## src/rtl/vga_timing_gen.sv

```systemverilog
// vga_timing_gen: parametrised VGA raster timing with pixel clock-enable, registered sync/de/blank and line/frame strobes
module vga_timing_gen #(
  parameter int CLK_DIV  = 4,
  parameter int H_ACTIVE = 640,
  parameter int H_FP     = 16,
  parameter int H_SYNC   = 96,
  parameter int H_BP     = 48,
  parameter int V_ACTIVE = 480,
  parameter int V_FP     = 10,
  parameter int V_SYNC   = 2,
  parameter int V_BP     = 33,
  parameter bit HS_POL   = 1'b0,
  parameter bit VS_POL   = 1'b0,
  parameter int CW       = 10
) (
  input  logic          clk,
  input  logic          rst_n,
  input  logic          en,
  output logic          pix_ce,
  output logic          hsync,
  output logic          vsync,
  output logic          de,
  output logic          vblank,
  output logic [CW-1:0] h_count,
  output logic [CW-1:0] v_count,
  output logic          line_start,
  output logic          frame_start
);
  localparam int H_TOTAL = H_ACTIVE + H_FP + H_SYNC + H_BP;
  localparam int V_TOTAL = V_ACTIVE + V_FP + V_SYNC + V_BP;
  localparam int DW = CLK_DIV > 1 ? $clog2(CLK_DIV) : 1;
  localparam logic [DW-1:0] DIV_LAST = DW'(CLK_DIV - 1);
  localparam logic [CW-1:0] H_LAST = CW'(H_TOTAL - 1);
  localparam logic [CW-1:0] V_LAST = CW'(V_TOTAL - 1);
  localparam logic [CW-1:0] H_ACT  = CW'(H_ACTIVE);
  localparam logic [CW-1:0] V_ACT  = CW'(V_ACTIVE);
  localparam logic [CW-1:0] HS_BEG = CW'(H_ACTIVE + H_FP);
  localparam logic [CW-1:0] HS_END = CW'(H_ACTIVE + H_FP + H_SYNC);
  localparam logic [CW-1:0] VS_BEG = CW'(V_ACTIVE + V_FP);
  localparam logic [CW-1:0] VS_END = CW'(V_ACTIVE + V_FP + V_SYNC);
  logic [DW-1:0] div;
  logic [CW-1:0] h_nxt, v_nxt;
  logic          h_wrap, div_wrap;
  // next raster position; outputs are decoded from it so they stay aligned with the counters
  always_comb begin
    div_wrap = div == DIV_LAST;
    h_wrap   = pix_ce && (h_count == H_LAST);
    h_nxt    = pix_ce ? (h_wrap ? '0 : h_count + CW'(1)) : h_count;
    v_nxt    = h_wrap ? (v_count == V_LAST ? '0 : v_count + CW'(1)) : v_count;
  end
  // divider, position counters and registered decode
  always_ff @(posedge clk or negedge rst_n) begin
    if (!rst_n) begin
      div         <= '0;
      pix_ce      <= 1'b0;
      h_count     <= '0;
      v_count     <= '0;
      de          <= 1'b1;
      vblank      <= 1'b0;
      line_start  <= 1'b1;
      frame_start <= 1'b1;
      hsync       <= ~HS_POL;
      vsync       <= ~VS_POL;
    end else begin
      if (en) div <= div_wrap ? '0 : div + DW'(1);
      pix_ce      <= en && div_wrap;
      h_count     <= h_nxt;
      v_count     <= v_nxt;
      de          <= (h_nxt < H_ACT) && (v_nxt < V_ACT);
      vblank      <= v_nxt >= V_ACT;
      line_start  <= h_nxt == '0;
      frame_start <= (h_nxt == '0) && (v_nxt == '0);
      hsync       <= (h_nxt >= HS_BEG && h_nxt < HS_END) ? HS_POL : ~HS_POL;
      vsync       <= (v_nxt >= VS_BEG && v_nxt < VS_END) ? VS_POL : ~VS_POL;
    end
  end
endmodule
```

## config.mk

```make
export PLATFORM = sky130hd
export DESIGN_NAME = vga_timing_gen
export DESIGN_NICKNAME = d
export VERILOG_FILES = /design/src/rtl/vga_timing_gen.sv
export SDC_FILE = /design/constraint.sdc
export NUM_CORES = 1
export LEC_CHECK = 0
export CAP_MARGIN = 0
export CORE_MARGIN = 1
export CORE_UTILIZATION = 25
export DETAILED_ROUTE_END_ITERATION = 8
export GPL_TIMING_DRIVEN = 0
export SKIP_CTS_REPAIR_TIMING = 1
export SYNTH_ARGS = -nofsm -noshare
export SYNTH_HDL_FRONTEND = slang
export SYNTH_SLANG_ARGS = --single-unit
```

## constraint.sdc

```tcl
create_clock -name clk -period 2.1 [get_ports clk]
set_clock_uncertainty 0.05 [all_clocks]
set_input_delay 0.42 -clock clk [delete_from_list [all_inputs] [get_ports clk]]
set_output_delay 0.42 -clock clk [all_outputs]
set_load 0.01 [all_outputs]
```

-- After elaboration in Yosys (flattened, before gate mapping)
Index checks and enable logic that the tools add are counted.
W data, S select, Z words.
- bitwise logic cells: 0
- reductions and logical operators: 8
- equal/unequal tests: 3
- order comparisons: 7
- multiplexer cells: 7
- add/sub/neg operators: 3
- divide/modulo/power cells: 0
- multiply operators: 0
- shifts and indexed selects: 0
- operators with widths (kind ; count):
    $mux W10 ; 4
    $add A10 B1 Y10 const B ; 2
    $eq A10 B10 Y1 const B ; 2
    $ge A10 B9 Y1 const B ; 2
    $logic_not A10 Y1 ; 2
    $lt A10 B10 Y1 const B ; 2
    $lt A10 B9 Y1 const B ; 2
    $ge A10 B10 Y1 const B ; 1
    $logic_and A1 B1 Y1 ; 6
    $add A2 B1 Y2 const B ; 1
    $eq A2 B2 Y1 const B ; 1
    $mux W1 ; 2
    $mux W2 ; 1
- word-level logic and storage cells: 38
- memory bits (read-only): 0
- register bits: 29
- output and inout port bits: 27
- input port bits: 3
- memories: 0
- bits in writable memories: 0
- bits in latches: 0

-- Logic depth before layout (Yosys ltp)
- depth after elaboration: 7
- mapped depth: 9

-- Worst setup path before layout
OpenSTA, ideal clock, no wires.
- path kind: register -> register
- start: register h_count[7]
- end: register vsync
- data required time: 1.956 ns
- slack: -0.165 ns
- stages on the path, launching flop included: 9
- arrival time: 2.121 ns
- period minus slack after synthesis: 2.265 ns
- path buffers: 2
- setup time: 0.094 ns
- path through: dfrtp_1 > buf_6 > nor4b_4 > and4_4 > buf_2 > nand2_1 > xor2_1 > nand2_1 > or4_1
- longest elaborated chain between the ends: 6
- ends and longest elaborated chain (what ; line ; text):
    from (decl) ; 24 ; output logic [CW-1:0] h_count,
    from (signal assigned) ; 67 ; h_count <= h_nxt;
    $eq A10 B10 Y1 (*) ; 47 ; h_wrap = pix_ce && (h_count == H_LAST);
    $logic_and A1 B1 Y1 (*) ; 47 ;
    $mux W10 (*) ; 49 ; v_nxt = h_wrap ? (v_count == V_LAST ? '0 : v_count + CW'(1)) : v_count;
    $ge A10 B9 Y1 / $lt A10 B9 Y1 (equally long branches) ; 74 ; vsync <= (v_nxt >= VS_BEG && v_nxt < VS_END) ? VS_POL : ~VS_POL;
    $logic_and A1 B1 Y1 (*) ; 74 ;
    $mux W1 (*) ; 74 ;
    to (signal assigned) ; 63 ; vsync <= ~VS_POL;
    to (signal assigned) ; 74 ;
    to (decl) ; 21 ; output logic vsync,
Every way passes the cells marked *; elsewhere a longest branch is shown, timed or not.
A chain may end at the register's enable or synchronous reset.

-- Final worst setup path
- start: register h_count[7]
- end: register vsync
- longest elaborated chain between the ends: 6
- ends and longest elaborated chain (what ; line ; text):
    $eq A10 B10 Y1 (*) ; 47 ;
    $logic_and A1 B1 Y1 (*) ; 47 ;
    $mux W10 (*) ; 49 ;
    named net v_nxt[8] ; 42 ; logic [CW-1:0] h_nxt, v_nxt;
    $ge A10 B9 Y1 / $lt A10 B9 Y1 (equally long branches) ; 74 ;
    $logic_and A1 B1 Y1 (*) ; 74 ;
    $mux W1 (*) ; 74 ;
Mark *: on every way through the listed nets, which the timed path passes. The rest lies on a longest branch.

==> impl_metrics.toml <==
[placed_design]
gp_congestion = 0.767
place_inst = 281
dp_hpwl_um = 2930
place_area_mm2 = 0.00212
portBuffers = 29

[finish]
antenna_cells = 0
area_growth_pct = 42.1
nNetsFinal = 238
final_area_mm2 = 0.00246
drive_gt1_share_pct = 31.0
final_cells = 309

[critical_path]
crit_family = "simple AND/OR/NAND/NOR gates"
max_stage_delay_ps = 500
reg2reg_from = "h_count[7]"
regToRegSetupSlack_ps = -230
slowest_stage = "or4_4"
reg2reg_to = "vsync"
path_class = "flip-flop to flip-flop"
start_kind = "flip-flop"
required_ps = 2260
worst-path-max-fanout = 7
crit_buf_inv = 2
crit_arrival_ps = 2490
reg2regPathDepth = 8
crit_chain = "buf_6 -> nor4b_4 -> buf_4 -> nand4_4 -> nor2_2 -> xor2_2 -> nand4_1 -> or4_4"
cp-end-kind = "flip-flop"

[global_routing]
grt_pass1_vias = 1341
antenna_found_initial = 0
grt_pass1_wl_um = 6730
grt_max_degree = 30
overflow = 0
grt_usage_pct = 11.8

[timing]
final-setup-viol-count = 4
fmax_mhz = 429
hold_viol = 0
drv_slew = 0
finalCritPeriodShare_pct = 111
min_period_ps = 2330
worst_pin_slew_ps = 686
relSlewSlack_pct = 54.3
fin_hold_ws_ps = 122
worst_slack_ps = -229
rsz0062_at_grt = "true"

[clock_network]
clk_latency_ps = 290
clkTransAtPathRegs_ps = 70
cts-root-buf = "clkbuf_8"
cts_tree = "built"
cts.path.max_buffers = 2
clock_sinks = 29
numCtsBuffers = 5
h-tree-depth = 2

[floorplan]
die-area_mm2 = 0.00727
ioPinCount = 30
die_h_um = 85.3
die_width_um = 85.3
coreArea_mm2 = 0.00653
num_rows = 29
start_util_pct = 26.6

[yosys]
yosys_warnings = 0
synth-async-reset-ratio_pct = 100
yosysMostFrequentCell = "dfrtp_1"
synth.largest_area_cell = "dfrtp_1"
synth_top_area_share_pct = 34.6
synth_ff_type = "dfrtp_1"
synthesis.area_mm2 = 0.00173
ys_top_cells_by_area = "dfrtp_1 (35%), dfstp_2 (7.6%), nand2_1 (4.1%), xnor2_1 (3.5%), o21ai_0 (3.2%)"
synth_cell_types = 50
synth_edf_count = 0
synthTopCellsByCount = "dfrtp_1 (24), nand2_1 (19), o21ai_0 (11)"
syn-instance-count = 175
ys_ff_latch = 29
syn_avg_cell_area_um2 = 9.91
syn_nets = 182
seq_area_frac_synth_pct = 42.2

[detailed_routing]
final_antenna_net_count = 0
drtIter0Drc = 77
via_count = 1516
dr.pass1.iters = 4
drt-total-wl_um = 4530
avgViaCountPerCell = 4.91
drt-wirelength-per-cell_um = 14.7
drc_errors = 0

[power]
p_per_area_mw_per_mm2 = 697
total_leakage_power_nw = 1.04
max-vdd-ir-drop_v = 0.000361

[run_status]
failed_checks = "setup timing"
status = "finished with violations"

[hold_path]
holdCritPathClass = "primary input to async pin"

[flow_run]
maxCapViolCount = 0
cell usage in the layout, fill, tap and decap left out, types with 3 or more instances in the layout:
cell type and count:
nand4_1 8, a21o_1 3, dfrtp_1 20, and4_1 3, nand2_1 19, o21ai_0 9
clkbuf_8 5, nand2b_1 3, nand3_1 7, buf_4 21, a21oi_1 10, xnor2_1 6
inv_1 6, and2_1 3, clkdlybuf4s50_1 28, nor2_1 7, xor2_2 4, dfrtp_2 4
mux2_2 3, buf_6 6, clkinvlp_4 3, dfstp_2 5, ha_1 4
routing by layer:
layer	GRT usage [%]	vias up	share of wire, %
met5	0	-	0
met4	4.39	0	0.90
met3	3.31	5	4.8
met2	18.4	35	48
met1	15.7	729	46
li1	-	747	-
sequential cells by signal, summed over array words and instances, names as in the netlist:
name	flops
line_start	1
frame_start	1
hsync	1
div	2
pix_ce	1
h_count	10
vsync	1
de	1
vblank	1
v_count	10
area by class of cell:
| cell class | count | area (µm²) |
|---|---|---|
| Fill cell | 664 | 4070 |
| Multi-Input combinational cell | 131 | 986 |
| Sequential cell | 29 | 737 |
| Timing Repair Buffer | 50 | 447 |
| Tap cell | 77 | 96.3 |
| Buffer | 8 | 83.8 |
| Clock buffer | 5 | 68.8 |
| Clock inverter | 3 | 22.5 |
| Inverter | 6 | 22.5 |
how the worst max path moves through the flow:
stage	from	depth (start not counted)	slack (ps)	end
after floorplan	h_count[5]	7	-160	vsync
after global placement	h_count[5]	7	-380	vsync
after detailed placement	h_count[5]	7	-400	vsync
after CTS	h_count[5]	7	-420	vsync
after global routing	h_count[7]	8	-310	vsync
final	h_count[7]	8	-230	vsync
through the flow:
| step | util (%) | setup slack (ps) | setup TNS, ps | power, mW |
|---|---|---|---|---|
| after detailed placement | 32.5 | -400 | -2090 | 1.19 |
| after floorplan | - | -162 | -162 | 0.990 |
| after CTS | 33.9 | -422 | -1190 | 1.68 |
| after global routing | 37.7 | -312 | -983 | 1.82 |
| final | 37.7 | -229 | -542 | 1.72 |
| after global placement | 32.5 | -384 | -1250 | 1.19 |
worst register-to-register path: stages, from the launching register on:
cell and delay [ps]:
dfrtp_1 390, buf_6 140, nor4b_4 270, buf_4 170, nand4_4 180, nor2_2 220, xor2_2 210, nand4_1 130
or4_4 500
power breakdown:
group / switching, mW / internal, mW
Clock: 0.243 / 0.232
Combinational: 0.225 / 0.276
Sequential: 0.0893 / 0.652
kinds of logic after synthesis:
group | Yosys count | share of synthesized area (%)
DFF | 29 | 42.2
AOI/OAI and AO/OA | 35 | 12.4
buffers and inverters | 15 | 5.70
xor gates and xnor gates | 13 | 7.43
muxes | 4 | 2.53
adders and majority gates | 4 | 2.89
and+or+nand+nor | 75 | 26.8
Power figures use the tool's default switching activity.
